File: config.mk
export PLATFORM = sky130hd
export DESIGN_NAME = mem_ctrl
export DESIGN_NICKNAME = d
export VERILOG_FILES = /design/src/rtl/mem_ctrl_pkg.sv /design/src/rtl/mem_lane_steer.sv /design/src/rtl/mem_ctrl.sv
export SDC_FILE = /design/constraint.sdc
export NUM_CORES = 1
export LEC_CHECK = 0
export BUFFER_PORTS_ARGS = -buffer_cell sky130_fd_sc_hd__buf_2
export CAP_MARGIN = 30
export CORE_MARGIN = 4
export CORE_UTILIZATION = 50
export DETAILED_ROUTE_END_ITERATION = 8
export PLACE_DENSITY = 0.92
export SETUP_SLACK_MARGIN = 0.2
export SYNTH_ARGS = -nofsm -noshare
export SYNTH_HDL_FRONTEND = slang
export SYNTH_SLANG_ARGS = --single-unit
File: constraint.sdc
create_clock -name clk -period 2.85 [get_ports clk]
set_input_delay 0.855 -clock clk [delete_from_list [all_inputs] [get_ports clk]]
set_output_delay 0.855 -clock clk [all_outputs]
set_load 0.03 [all_outputs]
File: src/rtl/mem_ctrl_pkg.sv
// Shared definitions for the LC-3b memory controller: FSM state encodings,
// access size codes and default latency (also used by the datapath control store).
package mem_ctrl_pkg;

    typedef enum logic [1:0] {
        IDLE = 2'd0,
        WAIT = 2'd1,
        DONE = 2'd2
    } state_t;

    localparam logic SIZE_BYTE = 1'b0;
    localparam logic SIZE_WORD = 1'b1;

    localparam int DEFAULT_LATENCY = 5;
    localparam int CNT_W           = 4;

    // The accept edge and the DONE edge bracket the countdown, hence the -2.
    function automatic logic [CNT_W-1:0] cnt_load(input int latency);
        return CNT_W'(latency - 2);
    endfunction

endpackage

File: src/rtl/mem_lane_steer.sv
// Byte-lane steering for the memory controller: write-data placement,
// per-lane write enables and read-word assembly. Purely combinational.
module mem_lane_steer
    import mem_ctrl_pkg::*;
(
    input  logic        size,
    input  logic        mar0,
    input  logic        r_w,
    input  logic [15:0] mdr,
    input  logic [7:0]  lo_rdata,
    input  logic [7:0]  hi_rdata,
    output logic [7:0]  lo_wdata,
    output logic [7:0]  hi_wdata,
    output logic        lo_we,
    output logic        hi_we,
    output logic [15:0] rdata
);

    // Byte writes replicate the low byte so either lane can take it;
    // byte reads select the lane by mar[0] and zero-extend.
    always_comb begin
        lo_wdata = mdr[7:0];
        hi_wdata = mdr[7:0];
        lo_we    = 1'b0;
        hi_we    = 1'b0;
        rdata    = 16'h0000;
        if (size == SIZE_WORD) begin
            hi_wdata = mdr[15:8];
            lo_we    = r_w;
            hi_we    = r_w;
            rdata    = {hi_rdata, lo_rdata};
        end else begin
            lo_we    = r_w & ~mar0;
            hi_we    = r_w &  mar0;
            rdata    = {8'h00, (mar0 ? hi_rdata : lo_rdata)};
        end
    end

endmodule

File: src/rtl/mem_ctrl.sv
// LC-3b memory interface controller. Accepts a word/byte request in IDLE,
// drives two 8-bit byte lanes for a fixed LATENCY and pulses ready on
// completion. Optional macro MEM_CTRL_BOUNDS_EN flags requests whose
// mar[15:9] is nonzero (err with ready, no strobe, no read capture);
// without it those bits are ignored and addresses alias.
module mem_ctrl
    import mem_ctrl_pkg::*;
#(
    parameter int LATENCY = DEFAULT_LATENCY,
    parameter int LANE_AW = 8
) (
    input  logic               clk,
    input  logic               reset,
    input  logic               mio_en,
    input  logic               r_w,
    input  logic               data_size,
    input  logic [15:0]        mar,
    input  logic [15:0]        mdr_in,
    output logic [15:0]        mem_rdata,
    output logic               ready,
    output logic               err,
    output logic [LANE_AW-1:0] lo_addr,
    output logic [LANE_AW-1:0] hi_addr,
    output logic [7:0]         lo_wdata,
    output logic [7:0]         hi_wdata,
    output logic               lo_write_n,
    output logic               hi_write_n,
    input  logic [7:0]         lo_rdata,
    input  logic [7:0]         hi_rdata
);

    localparam logic [CNT_W-1:0] CNT_INIT = cnt_load(LATENCY);

    state_t           state, next_state;
    logic [CNT_W-1:0] cnt;
    logic             accept, finish;

    logic             rw_q, size_q, mar0_q, oob_q;
    logic             req_oob;

    logic             sel_size, sel_mar0;
    logic [7:0]       st_lo_wdata, st_hi_wdata;
    logic             st_lo_we, st_hi_we;
    logic [15:0]      st_rdata;

`ifdef MEM_CTRL_BOUNDS_EN
    assign req_oob = |mar[15:LANE_AW+1];
`else
    logic unused_mar_hi;
    assign req_oob       = 1'b0;
    assign unused_mar_hi = ^mar[15:LANE_AW+1];
`endif

    // In IDLE the steering sees the live request; afterwards the captured one.
    assign sel_size = (state == IDLE) ? data_size : size_q;
    assign sel_mar0 = (state == IDLE) ? mar[0]    : mar0_q;

    mem_lane_steer u_steer (
        .size     (sel_size),
        .mar0     (sel_mar0),
        .r_w      (r_w),
        .mdr      (mdr_in),
        .lo_rdata (lo_rdata),
        .hi_rdata (hi_rdata),
        .lo_wdata (st_lo_wdata),
        .hi_wdata (st_hi_wdata),
        .lo_we    (st_lo_we),
        .hi_we    (st_hi_we),
        .rdata    (st_rdata)
    );

    // FSM state register
    always_ff @(posedge clk or negedge reset) begin
        if (!reset) state <= IDLE;
        else        state <= next_state;
    end

    // Next-state logic with accept/finish qualifiers
    always_comb begin
        next_state = state;
        accept     = 1'b0;
        finish     = 1'b0;
        case (state)
            IDLE: if (mio_en) begin
                next_state = WAIT;
                accept     = 1'b1;
            end
            WAIT: if (cnt == '0) begin
                next_state = DONE;
                finish     = 1'b1;
            end
            DONE:    next_state = IDLE;
            default: next_state = IDLE;
        endcase
    end

    // Latency countdown, loaded on accept and run down through WAIT
    always_ff @(posedge clk or negedge reset) begin
        if (!reset)                         cnt <= '0;
        else if (accept)                    cnt <= CNT_INIT;
        else if (state == WAIT && cnt != 0) cnt <= cnt - 1'b1;
    end

    // Request capture, lane outputs, one-cycle strobes, ready and read data
    always_ff @(posedge clk or negedge reset) begin
        if (!reset) begin
            rw_q       <= 1'b0;
            size_q     <= SIZE_BYTE;
            mar0_q     <= 1'b0;
            oob_q      <= 1'b0;
            lo_addr    <= '0;
            hi_addr    <= '0;
            lo_wdata   <= 8'h00;
            hi_wdata   <= 8'h00;
            lo_write_n <= 1'b1;
            hi_write_n <= 1'b1;
            ready      <= 1'b0;
            mem_rdata  <= 16'h0000;
        end else begin
            lo_write_n <= ~(accept & st_lo_we & ~req_oob);
            hi_write_n <= ~(accept & st_hi_we & ~req_oob);
            ready      <= finish;
            if (accept) begin
                rw_q     <= r_w;
                size_q   <= data_size;
                mar0_q   <= mar[0];
                oob_q    <= req_oob;
                lo_addr  <= mar[LANE_AW:1];
                hi_addr  <= mar[LANE_AW:1];
                lo_wdata <= st_lo_wdata;
                hi_wdata <= st_hi_wdata;
            end
            if (finish && !rw_q && !oob_q)
                mem_rdata <= st_rdata;
        end
    end

`ifdef MEM_CTRL_BOUNDS_EN
    // Out-of-range flag, coincident with the ready pulse
    always_ff @(posedge clk or negedge reset) begin
        if (!reset) err <= 1'b0;
        else        err <= finish & oob_q;
    end
`else
    assign err = 1'b0;
`endif

endmodule
==> flow_metrics.py, run 1 <==
metrics = {
    "outcome": {
        "status": "finished clean",
    },
    "power_and_ir_drop": {
        "p_seq_share_pct": 35.9,
        "clkPwrFrac_pct": 11.5,
        "switching_share_pct": 49.0,
        "p_leak_nw": 1.60,
        "finalPower_mw": 3.52,
        "p_switching_mw": 1.72,
        "internal-power_mw": 1.80,
        "vdd_drop_max_mv": 0.672,
        "power.share.combinational_pct": 52.6,
        "powerDensity_nw_per_um2": 1260,
    },
    "sta": {
        "fin_crit_sh_pct": 78.1,
        "finClkSkew_ns": 0.00968,
        "clock.fmax_ghz": 0.449,
        "worst_pin_slew_ns": 0.802,
        "slew_viol_final": 0,
        "finalSetupTns_ns": 0,
        "rsz0062_at_grt": "false",
        "finalSetupViolCount": 0,
        "timing.slew.headroom_pct": 46.5,
        "hold_viol": 0,
        "finalCriticalPeriod_ns": 2.23,
    },
    "worst_setup_path": {
        "cp_data_required_time_ns": 3.02,
        "crit_buf_inv": 1,
        "reg2reg_depth": 6,
        "critical_path.cell_chain": "inv_1 -> ha_1 -> or3b_1 -> or3_1 -> nand2_1 -> o21ai_2",
        "r2r_slack_ns": 0.62,
        "crit_family": "simple AND/OR/NAND/NOR gates",
        "arrival_ns": 2.40,
        "critical_path_class": "reg -> reg",
        "worst_path_largest_cell_delay_ns": 0.69,
        "worst_r2r_endpoint": "mem_rdata[5]$_DFFE_PN0P_",
        "worstSetupEndpointType": "flip-flop",
        "startpoint": "cnt[0]$_DFFE_PN0P_",
        "crit_path_max_fanout": 24,
        "cp_slowest_cell": "or3_1",
        "reg2reg_from": "cnt[0]$_DFFE_PN0P_",
        "setup.worst_path.end": "mem_rdata[5]$_DFFE_PN0P_",
        "crit_cells": 6,
        "worstSetupStartpointType": "flip-flop",
    },
    "global_route": {
        "grt_pass1_wl_mm": 7.70,
        "grt_pass1_vias": 1733,
        "antenna_found_initial": 0,
        "grt_start_max_net_pins": 35,
        "overflow": 0,
        "grt_usage_pct": 17.9,
    },
    "synth": {
        "yosysTopAreaCell": "dfrtp_1",
        "synthDominantCellAreaShare_pct": 55.1,
        "synth_cells": 236,
        "syn_nets": 291,
        "synth_area_sq_um": 2270,
        "avgSynthCellArea_sq_um": 9.63,
        "ys_types": 29,
        "ys_seq_elements": 52,
        "yosysSeqAreaShare_pct": 57.4,
        "yosys-top-cells-area": "dfrtp_1 55%, nand2_1 15%, mux2i_1 5.3%",
        "synth_warnings": 0,
    },
    "cells_and_area": {
        "n_antenna_cell": 0,
        "drive_gt1_share_pct": 36.3,
        "syn_to_final_growth_pct": 23.1,
        "nets": 376,
        "fillers": 365,
    },
    "clock_tree": {
        "root_buffer": "clkbuf_8",
        "postCtsHoldBufs": 0,
        "clock_sinks": 52,
        "clkTransAtPathRegs_ns": 0.09,
        "cts_resized": 0,
        "insertion_delay_ns": 0.30,
        "clk_path_buf_depth": 2,
        "cts_tree": "done",
        "numCtsBuffers": 5,
        "postCtsSetupBuffers": 0,
        "htreeDepth": 2,
    },
    "die": {
        "core_sq_um": 4380,
        "die_y_um": 75.4,
        "rows": 24,
        "start_util_pct": 51.8,
        "dieArea_sq_um": 5690,
        "io_pins": 105,
        "fp.dieW_um": 75.4,
    },
    "drt": {
        "first_pass_iters": 4,
        "wl_per_cell_um": 13.1,
        "postRouteAntennaNets": 0,
        "viasPerCell": 5.06,
        "routed_wl_mm": 4.91,
        "post-route-drc-count": 0,
        "drtIter0Drc": 106,
        "via_count": 1891,
    },
    "worst_hold_path": {
        "hold_class": "reg -> reg",
    },
    "placed_design": {
        "routabilityCongestion": 0.781,
        "hpwl_mm": 3.74,
        "port_buffers": 96,
    },
    "run": {
        "drv_cap": 0,
    },
}
==> metrics by stage <==
stage / area, sq um / worst slack (ns) / cells / utilization [%] / hold WS, ns
4_1_cts: 2800 / 0.607 / 374 / 63.8 / 0.473
5_1_grt: 2800 / 0.462 / 374 / 63.8 / 0.493
6_report: 2800 / 0.624 / 374 / 63.8 / 0.470
3_5_place_dp: 2710 / 0.473 / 366 / 61.8 / 0.451
2_1_floorplan: 2270 / 0.768 / 236 / - / 0.465
3_3_place_gp: 2710 / 0.525 / 366 / 61.8 / 0.444
==> synth_stat cells, drive strengths merged <==
| cell | count |
|---|---|
| nand2 | 92 |
| dfstp | 2 |
| nor2 | 5 |
| o211ai | 6 |
| or3 | 1 |
| clkbuf | 7 |
| dfrtp | 50 |
| xnor2 | 1 |
| o31a | 1 |
| o21ai | 13 |
| mux2 | 1 |
| xor2 | 2 |
| nand2b | 1 |
| conb | 1 |
| or3b | 1 |
| mux2i | 12 |
| and2 | 1 |
| inv | 3 |
| buf | 15 |
| nor3 | 2 |
| or4b | 1 |
| nor2b | 1 |
| ha | 2 |
| nand3 | 15 |
==> routing by layer <==
metal / GRT usage, % / part of all wire (%)
met1: 23.2 / 43
met2: 29.1 / 45
met3: 4.88 / 9.9
met4: 6.41 / 1.7
met5: 0 / 0
==> kinds of logic (layout without fill, tap and decap cells) <==
logic type	count (synthesis)	count (layout)	share of synthesized area, %
AND/OR/NAND/NOR	120	120	21.9
flip-flops	52	52	57.4
buffers and inverters	25	111	6.61
AO/OA/AOI/OAI	20	20	5.89
multiplexers	13	13	5.78
XOR/XNOR	3	3	1.16
adder cells (fa/ha/maj)	2	2	1.10
other	1	1	0.165
==> power by group through the flow <==
stage / logic (mW) / registers (mW) / clock network [mW]
2_1_floorplan: 0.879 / 1.83 / 0
3_3_place_gp: 1.84 / 1.26 / 0
3_5_place_dp: 1.88 / 1.27 / 0
4_1_cts: 1.87 / 1.26 / 0.420
5_1_grt: 2.03 / 1.31 / 0.449
6_report: 1.85 / 1.26 / 0.405
==> registers in the layout, summed over array words and instances, names as in the netlist <==
signal      count
mem_rdata      16
hi_addr         8
hi_wdata        8
lo_wdata        8
cnt             4
state           2
hi_write_n      1
lo_write_n      1
mar0_q          1
ready           1
rw_q            1
size_q          1
==> cell type report <==
cell class / instances / area (sq um) / area share (%)
inverter: 3 / 11.3 / 0.403
sequential: 52 / 1300 / 46.6
timing repair buffer: 100 / 510 / 18.3
tap: 52 / 65.1 / 2.33
clock inverter: 3 / 18.8 / 0.671
multi-input combinational: 159 / 818 / 29.3
clock buffer: 5 / 68.8 / 2.46
==> cell usage in the layout (no fill, tap or decap), drive strengths merged, types with 2 or more instances in the layout <==
| cell | instances |
|---|---|
| buf | 100 |
| clkbuf | 5 |
| clkinv | 3 |
| dfrtp | 50 |
| dfstp | 2 |
| ha | 2 |
| inv | 3 |
| mux2i | 12 |
| nand2 | 92 |
| nand3 | 15 |
| nor2 | 5 |
| nor3 | 2 |
| o211ai | 6 |
| o21ai | 13 |
| xor2 | 2 |
==> worst reg2reg max path, stage by stage (launching register included) <==
cell	delay, ns
dfrtp_1	0.39
inv_1	0.12
ha_1	0.15
or3b_1	0.46
or3_1	0.69
nand2_1	0.22
o21ai_2	0.06
==> how the worst min path moves through the flow <==
stage	endpoint	cells after the start	start	slack, ns
2_1_floorplan	size_q$_DFFE_PN0P_	2	size_q$_DFFE_PN0P_	0.46
3_3_place_gp	mem_rdata[14]$_DFFE_PN0P_	2	mem_rdata[14]$_DFFE_PN0P_	0.44
3_5_place_dp	mem_rdata[14]$_DFFE_PN0P_	2	mem_rdata[14]$_DFFE_PN0P_	0.45
4_1_cts	mem_rdata[14]$_DFFE_PN0P_	2	mem_rdata[14]$_DFFE_PN0P_	0.47
5_1_grt	mem_rdata[13]$_DFFE_PN0P_	2	mem_rdata[13]$_DFFE_PN0P_	0.49
6_report	mem_rdata[14]$_DFFE_PN0P_	2	mem_rdata[14]$_DFFE_PN0P_	0.47
Note: power is estimated with default switching activity, not from simulation.
==> inputs of run 2 (changes only) <==
Settings changed: CORE_UTILIZATION 50 to 46, PLACE_DENSITY 0.92 to 0.86.
Clock period 2.85 ns to 2.25 ns, I/O delays scaled along.
==> flow_metrics.py, run 2 (synthesis results as in run 1) <==
metrics = {
    "die": {
        "core_sq_um": 4750,
        "dieArea_sq_um": 6130,
        "die_y_um": 78.3,
        "rows": 25,
        "io_pins": 105,
        "start_util_pct": 47.8,
        "fp.dieW_um": 78.3,
    },
    "clock_tree": {
        "numCtsBuffers": 5,
        "postCtsSetupBuffers": 0,
        "clk_path_buf_depth": 2,
        "cts_tree": "done",
        "clock_sinks": 52,
        "root_buffer": "clkbuf_8",
        "cts_resized": 0,
        "clkTransAtPathRegs_ns": 0.09,
        "htreeDepth": 2,
        "insertion_delay_ns": 0.30,
        "postCtsHoldBufs": 0,
    },
    "sta": {
        "finalCriticalPeriod_ns": 1.90,
        "hold_viol": 0,
        "timing.slew.headroom_pct": 52.9,
        "slew_viol_final": 0,
        "fin_crit_sh_pct": 84.6,
        "finalSetupViolCount": 0,
        "finalSetupTns_ns": 0,
        "finClkSkew_ns": 0.0107,
        "rsz0062_at_grt": "false",
        "worst_pin_slew_ns": 0.705,
        "clock.fmax_ghz": 0.526,
    },
    "cells_and_area": {
        "drive_gt1_share_pct": 36.5,
        "mostFrequentLayoutCell": "buf_2",
        "nets": 377,
        "n_antenna_cell": 0,
        "final_core_util_pct": 59.6,
        "regMostFlops": "mem_rdata",
        "largest_register_ffs": 16,
        "syn_to_final_growth_pct": 24.8,
        "final_cell_mix": "96 x buf_2, 92 x nand2_1, 50 x dfrtp_1",
    },
    "worst_hold_path": {
        "hold_class": "in -> async",
    },
    "run": {
        "drv_cap": 0,
    },
    "global_route": {
        "grt_pass1_wl_mm": 8.30,
        "grt_pass1_vias": 1746,
        "grt_usage_pct": 16.9,
        "overflow": 0,
        "antenna_found_initial": 0,
        "grt_start_max_net_pins": 29,
    },
    "worst_setup_path": {
        "cp_data_required_time_ns": 2.44,
        "crit_buf_inv": 2,
        "cp_slowest_cell": "or3b_4",
        "crit_family": "simple AND/OR/NAND/NOR gates",
        "critical_path_class": "reg -> reg",
        "arrival_ns": 2.09,
        "worstSetupStartpointType": "flip-flop",
        "critical_path.cell_chain": "inv_1 -> ha_1 -> or3b_4 -> or3_1 -> buf_4 -> nand2_1 -> o21ai_2",
        "startpoint": "cnt[0]$_DFFE_PN0P_",
        "reg2reg_from": "cnt[0]$_DFFE_PN0P_",
        "crit_path_max_fanout": 24,
        "worstSetupEndpointType": "flip-flop",
        "worst_path_largest_cell_delay_ns": 0.42,
    },
    "placed_design": {
        "port_buffers": 96,
        "hpwl_mm": 3.84,
        "routabilityCongestion": 0.758,
    },
    "drt": {
        "postRouteAntennaNets": 0,
        "post-route-drc-count": 0,
        "via_count": 1862,
        "routed_wl_mm": 5.05,
        "viasPerCell": 4.77,
        "drtIter0Drc": 60,
        "first_pass_iters": 4,
        "wl_per_cell_um": 13.0,
    },
    "power_and_ir_drop": {
        "vdd_drop_max_mv": 0.968,
        "powerDensity_nw_per_um2": 1590,
        "p_leak_nw": 1.61,
    },
    "outcome": {
        "status": "finished clean",
    },
}
## run 2: cell types whose count changed in the layout (fill, tap and decap cells not counted)
| cell | change |
|---|---|
| buf_12 | +1 |
| clkbuf_1 | +1 |
| clkinv_2 | -1 |
| clkinv_4 | -1 |
| clkinvlp_4 | +1 |
| or3b_1 | -1 |
| or3b_4 | +1 |
## run 2: final cells by class
class	count	area, sq um
well taps	67	83.8
inverters	3	11.3
clock inverters	2	12.5
flip-flops and latches	52	1300
repair buffers	101	531
fillers	400	1920
multi-input cells	159	821
clock buffers	6	72.6
## run 2: path summary, 6_finish.rpt
check                                                  to  slack (ns)  depth (start not counted)
worst max-delay path             mem_rdata[4]$_DFFE_PN0P_        0.35                          7
worst min-delay path              hi_wdata[2]$_DFFE_PN0P_        0.36                          1
worst max register to register   mem_rdata[4]$_DFFE_PN0P_        0.35                          7
worst min register to register  mem_rdata[15]$_DFFE_PN0P_        0.47                          2
max in group asynchronous            lo_write_n$_DFF_PN1_        1.26                          2
min in group clk                mem_rdata[15]$_DFFE_PN0P_        0.47                          2
## run 2: routing by layer
layer | wire length [um] | GRT usage [%]
met1 | 2130 | 21.2
met2 | 2500 | 29.1
met3 | 422 | 5.28
met4 | 0 | 3.15
met5 | 0 | 0
## run 2: metrics by stage
step	power, mW	instance area, sq um	instances	setup WS [ns]	hold slack (ns)
after detailed placement	4.02	2750	382	0.0820	0.451
after global routing	4.81	2840	390	0.238	0.396
final	4.50	2840	390	0.348	0.362
after global placement	3.94	2750	382	0.134	0.444
after floorplan	3.43	2270	236	0.348	0.379
after CTS	4.53	2830	390	0.280	0.376
## run 2: report_power, final
part,switching (mW),total [mW],internal (mW)
clock,0.289,0.507,0.218
combinational,1.67,2.39,0.711
sequential,0.238,1.60,1.37
## run 2: worst register-to-register path, stage by stage (launching register included)
cell and delay (ns):
dfrtp_1 0.39, inv_1 0.12, ha_1 0.16, or3b_4 0.42, or3_1 0.31, buf_4 0.22, nand2_1 0.12, o21ai_2 0.05
==> inputs of run 3 (changes only) <==
Settings changed: CORE_UTILIZATION 46 to 42, PLACE_DENSITY 0.86 to 0.83.
Clock period 2.25 ns to 1.7 ns, I/O delays scaled along.
==> flow_metrics.py, run 3 (synthesis results as in run 1) <==
metrics = {
    "sta": {
        "final.setup.worst_slack_ns": -0.0940,
        "clock.fmax_ghz": 0.557,
        "finalSetupViolCount": 16,
        "slew_viol_final": 0,
        "rsz0062_at_grt": "true",
        "hold_viol": 0,
        "fin_crit_sh_pct": 106,
        "finalCriticalPeriod_ns": 1.79,
        "whs_ns": 0.177,
        "finClkSkew_ns": 0.00462,
    },
    "clock_tree": {
        "htreeDepth": 2,
        "postCtsHoldBufs": 0,
        "clk_path_buf_depth": 2,
        "cts_tree": "done",
        "clkTransAtPathRegs_ns": 0.10,
        "root_buffer": "clkbuf_8",
        "insertion_delay_ns": 0.31,
        "numCtsBuffers": 5,
        "clock_sinks": 52,
    },
    "die": {
        "die_y_um": 81.6,
        "fp.dieW_um": 81.6,
        "start_util_pct": 43.9,
        "rows": 26,
        "core_sq_um": 5170,
        "io_pins": 105,
        "dieArea_sq_um": 6650,
    },
    "drt": {
        "routed_wl_mm": 6.26,
        "viasPerCell": 4.84,
        "wl_per_cell_um": 14.8,
        "post-route-drc-count": 0,
        "first_pass_iters": 4,
        "drtIter0Drc": 83,
        "postRouteAntennaNets": 0,
        "via_count": 2049,
    },
    "outcome": {
        "failed_checks": "negative setup slack",
        "status": "finished, violations left",
    },
    "cells_and_area": {
        "regMostFlops": "mem_rdata",
        "final_cell_mix": "94 x buf_2, 62 x nand2_1, 50 x dfrtp_1",
        "largest_register_ffs": 16,
        "final_core_util_pct": 67.6,
        "design_area_sq_um": 3500,
        "n_antenna_cell": 0,
        "drive_gt1_share_pct": 54.7,
        "mostFrequentLayoutCell": "buf_2",
        "nets": 407,
        "syn_to_final_growth_pct": 53.9,
    },
    "placed_design": {
        "hpwl_mm": 3.82,
        "routabilityCongestion": 0.746,
        "detailedPlace.worstSlack_ns": -0.295,
        "dpl_cell_area_sq_um": 2860,
        "port_buffers": 96,
    },
    "worst_setup_path": {
        "worst_r2r_endpoint": "mem_rdata[6]$_DFFE_PN0P_",
        "worstSetupEndpointType": "flip-flop",
        "reg2reg_from": "cnt[0]$_DFFE_PN0P_",
        "r2r_slack_ns": -0.09,
        "arrival_ns": 2.00,
        "cp_data_required_time_ns": 1.90,
        "worstSetupStartpointType": "flip-flop",
        "reg2reg_depth": 7,
        "crit_path_max_fanout": 12,
        "critical_path_class": "reg -> reg",
    },
    "power_and_ir_drop": {
        "powerDensity_nw_per_um2": 2110,
        "finalPower_mw": 7.37,
        "p_leak_nw": 1.91,
        "vdd_drop_max_mv": 1.28,
    },
    "run": {
        "drv_cap": 0,
    },
    "global_route": {
        "grt_usage_pct": 16.7,
        "grt_start_max_net_pins": 53,
        "grt_pass1_vias": 1895,
        "antenna_found_initial": 0,
        "grt_pass1_wl_mm": 8.55,
        "overflow": 0,
    },
    "worst_hold_path": {
        "hold_class": "in -> async",
    },
}
==> run 3: changes by cell type in the layout (fill, tap and decap cells not counted), moves of 3 or more <==
cell and change:
mux2_4 +4, buf_12 +4, nand3_2 +4, nand2_4 +8, buf_6 +11, o21ai_1 +5
o21ai_0 -5, nand2_1 -30, nand3_1 -5, buf_4 +9, clkbuf_16 +3, nand2_2 +21
==> run 3: routing by layer <==
metal | track usage (%) | part of all wire [%]
met1 | 20.7 | 44
met5 | 0 | 0
met4 | 4.73 | 0.85
met3 | 4.50 | 7.5
met2 | 28.7 | 48
==> run 3: through the flow <==
stage	cells	TNS, ns
3_5_place_dp	396	-2.45
5_1_grt	423	-1.84
6_report	423	-0.931
2_1_floorplan	236	-2.16
3_3_place_gp	396	-1.98
4_1_cts	408	-0.171
==> run 3: worst max-delay path, cell delays in order, from the launching register on <==
cell and delay [ns]:
dfrtp_1 0.41, inv_2 0.09, ha_4 0.12, or3b_4 0.37, or3_4 0.39, buf_12 0.16, nand2_1 0.09, o21ai_2 0.06
==> run 3: report_power, final <==
part / internal, mW / switching, mW
Clock: 0.444 / 0.420
Sequential: 1.81 / 0.354
Combinational: 1.71 / 2.63
==> run 3: repair_timing <==
item | 4_1_cts | 5_1_grt
pin swaps | 2 | 30
setup buffers | 2 | 9
endpoints found under the setup margin | 32 | 41
gates resized for setup | 16 | 68
gates cloned | 2 | 6
==> run 3: how the worst max path moves through the flow <==
| stage | from | endpoint | slack, ns | cells after the start |
|---|---|---|---|---|
| detailed placement | data_size | mem_rdata[5]$_DFFE_PN0P_ | -0.29 | 5 |
| floorplan | cnt[0]$_DFFE_PN0P_ | mem_rdata[4]$_DFFE_PN0P_ | -0.15 | 9 |
| global placement | data_size | mem_rdata[4]$_DFFE_PN0P_ | -0.25 | 5 |
| CTS | cnt[0]$_DFFE_PN0P_ | mem_rdata[2]$_DFFE_PN0P_ | -0.03 | 7 |
| finish | cnt[0]$_DFFE_PN0P_ | mem_rdata[6]$_DFFE_PN0P_ | -0.09 | 7 |
| global route | cnt[0]$_DFFE_PN0P_ | mem_rdata[6]$_DFFE_PN0P_ | -0.16 | 7 |
==> run 3: final cells by class <==
class / count / area (sq um)
Fill cell: 391 / 1680
Sequential cell: 52 / 1300
Multi-Input combinational cell: 162 / 1070
Timing Repair Buffer: 128 / 910
Tap cell: 70 / 87.6
Clock buffer: 5 / 68.8
Clock inverter: 3 / 46.3
Inverter: 3 / 11.3
